==> src/rtl/sdram_pkg.sv <==
// Types shared by the SDRAM-facing blocks: word address and prefetch FSM states.
package sdram_pkg;

  typedef logic [24:0] sdram_addr_t;

  typedef enum logic [1:0] {
    ST_IDLE,
    ST_REQ,
    ST_WAIT_FREE,
    ST_DONE
  } pf_state_e;

endpackage

==> src/rtl/sync_fifo.sv <==
// Synchronous first-word-fall-through FIFO with flush; head word reads as zero when empty.
module sync_fifo #(
  parameter int WIDTH = 32,
  parameter int DEPTH = 16
) (
  input  logic                     clk,
  input  logic                     rst,
  input  logic                     flush,
  input  logic                     push,
  input  logic [WIDTH-1:0]         wdata,
  input  logic                     pop,
  output logic [WIDTH-1:0]         rdata,
  output logic                     full,
  output logic                     empty,
  output logic [$clog2(DEPTH):0]   count
);

  localparam int AW = $clog2(DEPTH);
  localparam logic [AW-1:0] PTR_ONE  = 1;
  localparam logic [AW:0]   CNT_ONE  = 1;
  localparam logic [AW:0]   CNT_FULL = DEPTH;

  logic [WIDTH-1:0] mem_q [DEPTH];
  logic [AW-1:0]    wptr_q, rptr_q;
  logic [AW:0]      cnt_q;
  logic             do_push, do_pop;

  assign empty   = (cnt_q == '0);
  assign full    = (cnt_q == CNT_FULL);
  assign count   = cnt_q;
  assign do_pop  = pop && !empty && !flush;
  assign do_push = push && !flush && (!full || do_pop);
  assign rdata   = empty ? '0 : mem_q[rptr_q];

  always_ff @(posedge clk or posedge rst) begin
    if (rst) begin
      wptr_q <= '0;
      rptr_q <= '0;
      cnt_q  <= '0;
    end else if (flush) begin
      wptr_q <= '0;
      rptr_q <= '0;
      cnt_q  <= '0;
    end else begin
      if (do_push) wptr_q <= wptr_q + PTR_ONE;
      if (do_pop)  rptr_q <= rptr_q + PTR_ONE;
      case ({do_push, do_pop})
        2'b10:   cnt_q <= cnt_q + CNT_ONE;
        2'b01:   cnt_q <= cnt_q - CNT_ONE;
        default: cnt_q <= cnt_q;
      endcase
    end
  end

  // Storage carries no reset; empty masks stale contents on rdata.
  always_ff @(posedge clk) begin
    if (do_push) mem_q[wptr_q] <= wdata;
  end

endmodule

==> src/rtl/frame_prefetch.sv <==
// Streams a frame of SDRAM words into a small FIFO, one read outstanding at a time,
// throttled so the in-flight word always has a free slot to land in.
module frame_prefetch
  import sdram_pkg::*;
#(
  parameter int          DEPTH       = 16,
  parameter sdram_addr_t BASE_ADDR   = 25'h0,
  parameter int unsigned FRAME_WORDS = 76800
) (
  input  logic        clk,
  input  logic        rst,
  input  logic        frame_start,
  output logic        mem_read_req,
  output sdram_addr_t mem_address,
  input  logic        mem_ready,
  input  logic [31:0] mem_data,
  input  logic        pop,
  output logic [31:0] pix_data,
  output logic        pix_valid,
  output logic        underflow
);

  localparam int CW = $clog2(DEPTH) + 1;
  localparam logic [23:0]   LAST_IDX = 24'(FRAME_WORDS - 1);
  localparam logic [23:0]   IDX_ONE  = 24'd1;
  localparam logic [CW-1:0] DEPTH_C  = CW'(DEPTH);
  localparam logic [CW-1:0] TWO_C    = CW'(2);

  pf_state_e     state_q, state_d;
  logic [23:0]   idx_q, idx_d;
  logic          discard_q, discard_d;
  logic          underflow_q, underflow_d;
  logic          fifo_push, fifo_full, fifo_empty;
  logic [CW-1:0] fifo_count, free_slots;

  assign free_slots  = DEPTH_C - fifo_count;
  assign mem_address = BASE_ADDR + {1'b0, idx_q};
  assign pix_valid   = !fifo_empty;
  assign underflow   = underflow_q;

  always_ff @(posedge clk or posedge rst) begin
    if (rst) begin
      state_q     <= ST_IDLE;
      idx_q       <= '0;
      discard_q   <= 1'b0;
      underflow_q <= 1'b0;
    end else begin
      state_q     <= state_d;
      idx_q       <= idx_d;
      discard_q   <= discard_d;
      underflow_q <= underflow_d;
    end
  end

  always_comb begin
    state_d      = state_q;
    idx_d        = idx_q;
    discard_d    = discard_q;
    underflow_d  = underflow_q;
    fifo_push    = 1'b0;
    mem_read_req = 1'b0;
    if (pop && fifo_empty) underflow_d = 1'b1;

    case (state_q)
      ST_REQ: begin
        // While an abandoned read is still in flight, hold off the new request.
        mem_read_req = !discard_q && !mem_ready;
        if (mem_ready) begin
          if (discard_q) begin
            discard_d = 1'b0;
          end else begin
            fifo_push = 1'b1;
            idx_d     = idx_q + IDX_ONE;
            if (idx_q == LAST_IDX)       state_d = ST_DONE;
            else if (free_slots <= TWO_C) state_d = ST_WAIT_FREE;
          end
        end
      end
      ST_WAIT_FREE: if (free_slots >= TWO_C) state_d = ST_REQ;
      ST_IDLE, ST_DONE: state_d = state_q;
      default: state_d = ST_IDLE;
    endcase

    if (frame_start) begin
      state_d     = ST_REQ;
      idx_d       = '0;
      underflow_d = 1'b0;
      fifo_push   = 1'b0;
      discard_d   = (state_q == ST_REQ) && !mem_ready;
    end
  end

  sync_fifo #(
    .WIDTH (32),
    .DEPTH (DEPTH)
  ) u_fifo (
    .clk   (clk),
    .rst   (rst),
    .flush (frame_start),
    .push  (fifo_push),
    .wdata (mem_data),
    .pop   (pop),
    .rdata (pix_data),
    .full  (fifo_full),
    .empty (fifo_empty),
    .count (fifo_count)
  );

  push_full_a: assert property (@(posedge clk) disable iff (rst)
    !(fifo_push && fifo_full && !pop));

endmodule

==> config.mk <==
export PLATFORM = sky130hd
export DESIGN_NAME = frame_prefetch
export DESIGN_NICKNAME = d
export VERILOG_FILES = /design/src/rtl/sdram_pkg.sv /design/src/rtl/sync_fifo.sv /design/src/rtl/frame_prefetch.sv
export SDC_FILE = /design/constraint.sdc
export NUM_CORES = 1
export LEC_CHECK = 0
export CAP_MARGIN = 5
export CORE_MARGIN = 2
export CORE_UTILIZATION = 65
export DETAILED_ROUTE_END_ITERATION = 10
export GPL_ROUTABILITY_DRIVEN = 0
export PLACE_DENSITY = 0.85
export SYNTH_ARGS = -nofsm -noshare
export SYNTH_HDL_FRONTEND = slang
export SYNTH_HIERARCHICAL = 1
export SYNTH_SLANG_ARGS = --single-unit
==> constraint.sdc <==
create_clock -name clk -period 11.8 [get_ports clk]
set_input_delay 2.36 -clock clk [delete_from_list [all_inputs] [get_ports clk]]
set_output_delay 2.36 -clock clk [all_outputs]
set_load 0.03 [all_outputs]
==> impl_metrics.tcl <==
set metrics [dict create \
    status "finished, final reports clean" \
    setup_ws_ps 4670 \
    synth_cells 1129 \
    finalHoldViolations 0 \
    power.switching_uw 1410 \
    root_buffer "clkbuf_16" \
    start_kind "flip-flop" \
    coreArea_mm2 0.0337 \
    placed_cells 1626 \
    ant_nets 0 \
    final_cell_area_mm2 0.0255 \
    post_cts_resized 0 \
    grt_pass1_vias 12400 \
    placementRows 67 \
    drtIter0Drc 1446 \
    nets 1283 \
    cts_setup_buffers 0 \
    syn2layout_area_growth_pct 14.1 \
    dpl-instance-area_mm2 0.0238 \
    cpPeakStageDelay_ps 930 \
    cp.arrival_ps 4770 \
    drv_cap 0 \
    grt_first_pass_wirelength_um 79300 \
    hpwlAfterDp_um 24900 \
    gr-total-overflow 0 \
    layout_common_cells "512 x edfxtp_1, 128 x mux4_2, 99 x o211ai_1, 95 x clkdlybuf4s50_1, 54 x clkbuf_16" \
    path_buf_inv 3 \
    cts_buffers 52 \
    port_buffers 95 \
    htreeDepth 2 \
    min-delay-start "underflow" \
    synth_fp_nets 1180 \
    slew_viol_final 0 \
    crit_start "u_fifo/rptr_q[1]" \
    reg2reg_from "u_fifo/count[1]" \
    die_y_um 189 \
    cts_buffer_depth 3 \
    vias 12000 \
    required_ps 9440 \
    grt_usage 0.303 \
    netlist_area_mm2 0.0223 \
    cts_hold_buffers 0 \
    io_pins 97 \
    diodes 0 \
    clk_pin_slew_ps 70 \
    setup_viol 0 \
    crit_slowest_cell "dfrtp_4" \
    tns_ps 0 \
    grt_max_degree 76 \
    clkPwrFrac 0.340 \
    clock_skew_ps 20.1 \
    yosys_warnings 6 \
    antenna_found_initial 1 \
    pwr-share-comb 0.209 \
    stdcell_count 1722 \
    crit_type "reg -> out" \
    switching_share 0.285 \
    firstDrtPassIters 5 \
    start_util 0.662 \
    drc 0 \
    powerDensity_mw_per_mm2 194 \
    cts.sinks 553 \
    cp_max_fo 46 \
    max_freq_ghz 0.140 \
    via_per_inst 6.98 \
    avgSynthCellArea_um2 19.8 \
    tightest_slew_ps 1250 \
    p_leak_uw 0.00789 \
    max_slew_margin 0.167 \
    final_common_cell "edfxtp_1" \
    fin_crit_ps 7130 \
    cp_top_family "buffers and inverters" \
    rsz0062_at_grt "no" \
    seqPwrFrac 0.451 \
    drive_gt1_frac 0.209 \
    ir_drop_mv 0.170 \
    wirelength_um 52300 \
    hp-class "reg -> reg" \
    die_x_um 189 \
    cp-end-kind "primary output" \
    period_share 0.605 \
    die_area_mm2 0.0358 \
    cts_tree "built" \
    intPower_uw 3530 \
    wl_per_cell_um 30.4 \
    cpMostUsedCell "buf_4" \
    dp_slack_ps 5290 \
    final_core_util 0.756 \
    cp_cell_sequence "buf_4 > buf_4 > mux4_2 > mux2i_1 > o211ai_1 > clkdlybuf4s50_1" \
    worstSkewPairLatency_ps 590 \
]
[worst register-to-register path, stage by stage (launching register included)]
cell and delay [ps]:
dfrtp_1 510, or4_2 190, buf_4 760, o211a_1 360, nand2_1 240, nor3_2 860, buf_4 620
[final cells by class]
class	instances	area [um^2]
flip-flops and latches	553	16400
fillers	1722	8230
multi-input cells	486	5580
clock buffers	65	1400
repair buffers	119	1130
well taps	448	561
clock inverters	31	305
inverters	20	75.1
[power groups by stage]
| stage | clock [uW] | sequential, uW | combinational [uW] |
|---|---|---|---|
| 2_1_floorplan | 0 | 2230 | 734 |
| 3_3_place_gp | 0 | 2260 | 983 |
| 3_5_place_dp | 0 | 2270 | 1000 |
| 4_1_cts | 1700 | 2230 | 1030 |
| 5_1_grt | 1760 | 2230 | 1080 |
| 6_report | 1680 | 2230 | 1030 |
[per-layer routing]
layer / vias to the layer above / track usage / part of all wire / wire (um)
met1: 6142 / 0.403 / 0.35 / 18400
met3: 161 / 0.0690 / 0.11 / 5640
li1: 4863 / - / - / -
met2: 859 / 0.497 / 0.50 / 26400
met4: 2 / 0.118 / 0.037 / 1940
met5: - / 0 / 0.00025 / 13
[registers in the layout, indices dropped and copies added, names as in the netlist]
name,count
u_fifo/mem_q,512
idx_q,24
u_fifo/count,5
u_fifo/rptr_q,4
u_fifo/wptr_q,4
state_q,2
discard_q,1
underflow,1
[final timing paths]
| kind | end | slack (ps) | cells past startpoint |
|---|---|---|---|
| worst min register to register | underflow | 530 | 2 |
| worst min-delay path | underflow | 530 | 2 |
| worst max register to register | u_fifo/mem_q[1][7] | 7870 | 6 |
| min in group asynchronous | u_fifo/rptr_q[2] | 2180 | 2 |
| worst max-delay path | pix_data[21] | 4670 | 6 |
| max in group asynchronous | idx_q[14] | 8730 | 2 |
[stage by stage]
stage / total power, uW / hold slack [ps]
floorplan: 2970 / 519
finish: 4940 / 531
detailed placement: 3270 / 512
global route: 5080 / 593
global placement: 3250 / 499
CTS: 4950 / 528
(Power assumes the default switching activity.)
